**config.mk**
```make
export PLATFORM = sky130hd
export DESIGN_NAME = spi_reg_bank
export DESIGN_NICKNAME = d
export VERILOG_FILES = /design/src/rtl/psec5_spi_pkg.sv /design/src/rtl/poci_shifter.sv /design/src/rtl/spi_reg_bank.sv
export SDC_FILE = /design/constraint.sdc
export NUM_CORES = 1
export LEC_CHECK = 0
export CAP_MARGIN = 5
export CORE_MARGIN = 2
export CORE_UTILIZATION = 53
export DETAILED_ROUTE_END_ITERATION = 8
export PLACE_DENSITY_LB_ADDON = 0.08
export RECOVER_POWER = 50
export SETUP_SLACK_MARGIN = 0.05
export SYNTH_ARGS = -nofsm -noshare
export SYNTH_HDL_FRONTEND = slang
export SYNTH_HIERARCHICAL = 1
export SYNTH_SLANG_ARGS = --single-unit
export TNS_END_PERCENT = 5
```
**constraint.sdc**
```tcl
create_clock -name sclk -period 3.3 [get_ports sclk]
set_clock_uncertainty 0.15 [all_clocks]
set_input_delay 0.66 -clock sclk [delete_from_list [all_inputs] [get_ports sclk]]
set_output_delay 0.66 -clock sclk [all_outputs]
set_load 0.005 [all_outputs]
```
**src/rtl/psec5_spi_pkg.sv**
```systemverilog
// Shared types and helpers for the SPI register bank slice.
// Address 0 is the reserved "pointer not set" value.
package psec5_spi_pkg;

   localparam int unsigned DATA_W    = 8;
   localparam logic [7:0]  ADDR_RSVD = 8'h00;

   typedef logic [DATA_W-1:0] spi_byte_t;

   // True for addresses backed by a writable register (1..ro_base-1).
   function automatic logic is_rw_addr(input logic [7:0] addr, input int unsigned ro_base);
      return (addr != ADDR_RSVD) && ({24'h0, addr} < ro_base);
   endfunction

endpackage

```
**src/rtl/poci_shifter.sv**
```systemverilog
// POCI serializer: loads a byte on each byte boundary and shifts it out MSB first.
// A reload always wins over an in-progress shift.
module poci_shifter
   import psec5_spi_pkg::*;
(
   input  logic      sclk,
   input  logic      rstn,
   input  logic      load,
   input  spi_byte_t load_data,
   output logic      poci
);

   spi_byte_t  shift_q, shift_d;
   logic [3:0] bit_cnt_q, bit_cnt_d;

   always_comb begin
      shift_d   = shift_q;
      bit_cnt_d = bit_cnt_q;
      if (load) begin
         shift_d   = load_data;
         bit_cnt_d = 4'd8;
      end else if (bit_cnt_q != 4'd0) begin
         shift_d   = {shift_q[6:0], 1'b0};
         bit_cnt_d = bit_cnt_q - 4'd1;
      end
   end

   always_ff @(posedge sclk or negedge rstn) begin
      if (!rstn) begin
         shift_q   <= '0;
         bit_cnt_q <= 4'd0;
      end else begin
         shift_q   <= shift_d;
         bit_cnt_q <= bit_cnt_d;
      end
   end

   assign poci = shift_q[7];

endmodule

```
**src/rtl/spi_reg_bank.sv**
```systemverilog
// SPI register bank: R/W register array, read mux over R/W and read-only space,
// sticky illegal-write flag, and the POCI serializer.
module spi_reg_bank
   import psec5_spi_pkg::*;
#(
   parameter int unsigned NUM_REGS  = 16,
   parameter int unsigned RO_BASE   = 13,
   parameter logic [7:0]  RESET_VAL = 8'h00
) (
   input  logic                              sclk,
   input  logic                              rstn,
   input  logic                              byte_done,
   input  logic                              wr_en,
   input  logic [7:0]                        addr,
   input  logic [7:0]                        wdata,
   input  logic [(NUM_REGS-RO_BASE+1)*8-1:0] ro_status,
   output logic [(RO_BASE-1)*8-1:0]          regs_flat,
   output logic                              poci,
   output logic                              wr_err
);

   localparam int unsigned NUM_RW = RO_BASE - 1;
   localparam int unsigned NUM_RO = NUM_REGS - RO_BASE + 1;

   if (!((RO_BASE > 1) && (RO_BASE <= NUM_REGS + 1) && (NUM_REGS <= 255))) begin : g_bad_params
      $error("spi_reg_bank: illegal NUM_REGS/RO_BASE combination");
   end

   spi_byte_t regs_q [NUM_RW];
   spi_byte_t regs_d [NUM_RW];
   logic      wr_err_q, wr_err_d;
   spi_byte_t rd_val;
   logic      wr_req;

   assign wr_req = byte_done & wr_en;

   // Address decode by comparison keeps addr-1 from ever being evaluated at addr 0.
   always_comb begin
      for (int unsigned i = 0; i < NUM_RW; i++) begin
         regs_d[i] = regs_q[i];
         if (wr_req && (addr == 8'(i + 1))) begin
            regs_d[i] = wdata;
         end
      end
      wr_err_d = wr_err_q | (wr_req & ~is_rw_addr(addr, RO_BASE));
   end

   // Read mux sees the pre-write value, giving read-before-write on same-cycle access.
   always_comb begin
      rd_val = '0;
      for (int unsigned i = 0; i < NUM_RW; i++) begin
         if (addr == 8'(i + 1)) begin
            rd_val = regs_q[i];
         end
      end
      for (int unsigned k = 0; k < NUM_RO; k++) begin
         if (addr == 8'(RO_BASE + k)) begin
            rd_val = ro_status[k*8 +: 8];
         end
      end
   end

   always_ff @(posedge sclk or negedge rstn) begin
      if (!rstn) begin
         for (int unsigned i = 0; i < NUM_RW; i++) begin
            regs_q[i] <= RESET_VAL;
         end
         wr_err_q <= 1'b0;
      end else begin
         for (int unsigned i = 0; i < NUM_RW; i++) begin
            regs_q[i] <= regs_d[i];
         end
         wr_err_q <= wr_err_d;
      end
   end

   always_comb begin
      for (int unsigned i = 0; i < NUM_RW; i++) begin
         regs_flat[i*8 +: 8] = regs_q[i];
      end
   end

   assign wr_err = wr_err_q;

   poci_shifter u_poci_shifter (
      .sclk      (sclk),
      .rstn      (rstn),
      .load      (byte_done),
      .load_data (rd_val),
      .poci      (poci)
   );

endmodule

```
==> PnR_summary.wiki <==
{| class="wikitable"
! Metric !! Value
|-
| Vias in the first global route || 4933
|-
| Proportion of total power due to net switching || 0.294
|-
| Adder and majority cell fraction of the synthesized area || 0.00216
|-
| Drt initial violations || 509
|-
| Worst-margin pin slew || 1.99 ns
|-
| Number of standard cells in the layout, taps in and fillers out || 820
|-
| Delay of the slowest critical-path stage || 0.56 ns
|-
| CTS tree || yes
|-
| Most common cell in the netlist || dfrtp_1
|-
| Number of enable-type register cells in the synthesized netlist || 0
|-
| Xor/xnor share of the synthesized area || 0.00151
|-
| Via Count || 5011
|-
| Final setup violating endpoints || 0
|-
| Max-slew headroom at the worst pin || -0.325
|-
| Post-synthesis instance total || 514
|-
| Net Count, Synth || 567
|-
| Failing checks || capacitance limit, slew limit
|-
| Most Frequent Cell on Critical Path || a21oi_1
|-
| Post-layout net count || 728
|-
| Fillers || 793
|-
| Clock buffer count from CTS || 9
|-
| Most instantiated cells after synthesis || 109 x dfrtp_1, 73 x mux2_2, 38 x a21oi_1, 37 x nand2_1, 26 x o21ai_0
|-
| CTS Root Buffer Type || clkbuf_8
|-
| Core Area || 0.0107 mm²
|-
| Result of the run || finished, violations left
|-
| Resized Gates After CTS || 0
|-
| Antenna-violating nets left || 0
|-
| Number of iterations in the first detailed-routing pass || 5
|-
| Element type at the critical path end || flip-flop
|-
| Clock slew seen by the registers of the worst setup and hold paths || 0.11 ns
|-
| # Max-Cap Violations || 1
|-
| Top flip-flop cell by instance count after synthesis || dfrtp_1
|-
| Post-synthesis instance area || 0.00580 mm²
|-
| Synthesized area per cell || 11.3 µm²
|-
| H-tree Lvls || 3
|-
| Number of pins with negative max-slew slack in the final report || 39
|-
| Antenna diode count || 0
|-
| Setup bufs post-CTS || 0
|-
| Area share of the leading cell type in the synthesized netlist || 0.471
|-
| Remaining global-route overflow || 0
|-
| Crit path max-delay cell type || or4_4
|-
| Placed instance count || 804
|-
| Mux contribution to synthesized area || 0.246
|-
| Warning count from the yosys run || 6
|-
| Class of the tightest hold or removal check || flip-flop to flip-flop
|-
| First-pass GRT wire length || 29000 µm
|-
| Area taken by multi-input logic gates || 0.00287 mm²
|-
| TNS Setup || 0 ns
|-
| Initial antenna violation count || 0
|-
| Kind of critical path || input port to flip-flop
|-
| Series of cell instances along the critical path || clkdlybuf4s50_1 -> or4_4 -> buf_4 -> nor3_1 -> a211oi_1 -> o21ai_0 -> a21oi_1 -> o32ai_1 -> nor2b_1 -> a21oi_1
|-
| Number of different library cells in the post-synthesis netlist || 56
|-
| Maximum number of pins on one net before global-route repair || 50
|-
| Total GRT Usage || 0.331
|-
| Dominant cell type by area after synthesis || dfrtp_1
|-
| Net switching power figure || 0.000807 W
|-
| RSZ-0062 raised after global routing || no
|-
| Area taken by flip-flops and latches || 0.00273 mm²
|-
| Part of the power in registers || 0.532
|-
| Shortest period the worst path allows || 3.08 ns
|-
| WL/cell || 23.0 µm
|-
| Sequential-to-total area share from yosys stat || 0.471
|-
| Fraction of layout instances using a drive strength above 1 || 0.254
|-
| Share of the clock period used by the worst path || 0.933
|-
| Worst EP arrival || 3.25 ns
|-
| Fmax || 325 MHz
|-
| Chip Height || 109 µm
|-
| Cell family with the largest share of critical-path delay || simple AND/OR/NAND/NOR gates
|-
| Maximum fanout along the worst path || 11
|-
| Post-Synth Simple-Gate Area || 0.114
|-
| Share of async-settable or async-resettable flops after synthesis || 1.00
|-
| Tot Pwr || 0.00275 W
|-
| Max Buffers Root-to-Sink || 2
|-
| Int Power || 0.00194 W
|-
| Leakage power figure || 3.55 nW
|-
| Cell types with the largest area share after synthesis || dfrtp_1 47%, mux2_2 14%, mux2_4 6.2%
|-
| Clock share of power || 0.280
|-
| Logic pwr share || 0.187
|-
| Minimum setup slack in the final design || 0.223 ns
|-
| DRC viols || 0
|-
| Buffers & Inverters on Critical Path || 2
|-
| Die outline area || 0.0118 mm²
|-
| Nature of the critical path startpoint || input port
|-
| Clock network latency to the later pin of the worst-skew pair || 0.39 ns
|-
| Power density over the cells || 354 mW/mm²
|-
| Compound-Gate Fraction of Synth Area || 0.131
|-
| Flip-flop and latch count after synthesis || 109
|-
| Peak supply drop || 352 µV
|-
| Post-DP HPWL || 13900 µm
|-
| Initial standard-cell utilization of the core || 0.539
|-
| # port buffers || 149
|-
| # IOs || 150
|-
| Area delta synth->final || 33.9%
|-
| Combinational family with the most area after synthesis || multiplexers
|-
| Num Clock Sinks || 109
|-
| Setup slack after placement || -0.145 ns
|-
| Final GP Congestion || 0.939
|-
| Endpoints failing hold || 0
|-
| Count of hold-fix buffers inserted at cts || 0
|-
| Number of placement rows || 38
|-
| Die outline width || 109 µm
|-
| Data required time at the worst endpoint || 3.48 ns
|-
| Worst hold slack across all endpoints || 0.330 ns
|-
| Final wirelength || 18800 µm
|-
| Detail-routed via count per cell || 6.11
|}
final timing paths:
check,depth (start not counted),end,slack [ns],from
setup / recovery,10,u_poci_shifter/shift_q[1],0.22,addr[7]
hold / removal,1,wr_err,0.33,wr_err
setup reg to reg,7,u_poci_shifter/shift_q[7],1.20,regs_flat[7]
hold reg to reg,1,wr_err,0.33,wr_err
max in group asynchronous,2,regs_flat[80],0.65,rstn
min in group asynchronous,1,regs_flat[7],0.66,rstn
metrics by stage:
stage	cell area, µm²	util
final	7760	0.722
after global routing	7760	0.722
after CTS	7780	0.724
after detailed placement	7600	0.707
after global placement	7600	0.707
after floorplan	5800	-
sequential cells by signal (all words and copies together), names as in the netlist:
name and cells:
wr_err 1, u_poci_shifter/shift_q 8, regs_flat 96, u_poci_shifter/bit_cnt_q 4
power groups by stage:
stage	Sequential, W	Clock, W	Combinational (W)
2_1_floorplan	0.00148	0	0.000266
3_3_place_gp	0.00148	0	0.000507
3_5_place_dp	0.00149	0	0.000523
4_1_cts	0.00146	0.000783	0.000525
5_1_grt	0.00147	0.000837	0.000554
6_report	0.00146	0.000770	0.000514
layout make-up:
| cell class | count | share of cell area |
|---|---|---|
| inverter | 10 | 0.00484 |
| clock buffer | 9 | 0.0160 |
| timing repair buffer | 186 | 0.228 |
| tap | 140 | 0.0226 |
| multi-input combinational | 359 | 0.369 |
| clock inverter | 7 | 0.00758 |
| sequential | 109 | 0.351 |
layout by cell type, fill, tap and decap left out, drive strengths merged, types with 4 or more instances in the layout:
master,Yosys,final
nor4,4,4
o221ai,7,7
a22oi,6,6
o21ai,26,26
a32oi,4,4
a211oi,4,4
nand2,37,37
nand2b,5,5
inv,9,12
clkbuf,20,13
buf,16,36
a21oi,38,38
o211ai,4,4
mux2,97,97
nand3,7,7
o22ai,15,15
dlygate4sd3,0,46
dfrtp,109,109
nor2,26,26
nor3,15,15
nor2b,10,10
clkinv,1,4
clkdlybuf4s50,0,100
mux4,5,5
nand3b,4,4
or3,6,6
mux2i,13,13
a31oi,4,4
metal layers:
layer | track usage | part of all wire | vias up
met5 | 0 | 0 | -
met4 | 0.101 | 0.019 | 0
met3 | 0.0536 | 0.065 | 29
met2 | 0.497 | 0.47 | 232
met1 | 0.495 | 0.45 | 2534
li1 | - | - | 2216
kinds of logic after synthesis:
family | count (synthesis)
compound gates | 121
xor+xnor | 1
fa+ha+maj | 1
buf+inv | 46
flops | 109
mux | 115
simple gates | 121
No activity file was read; power rests on OpenSTA's default activity.
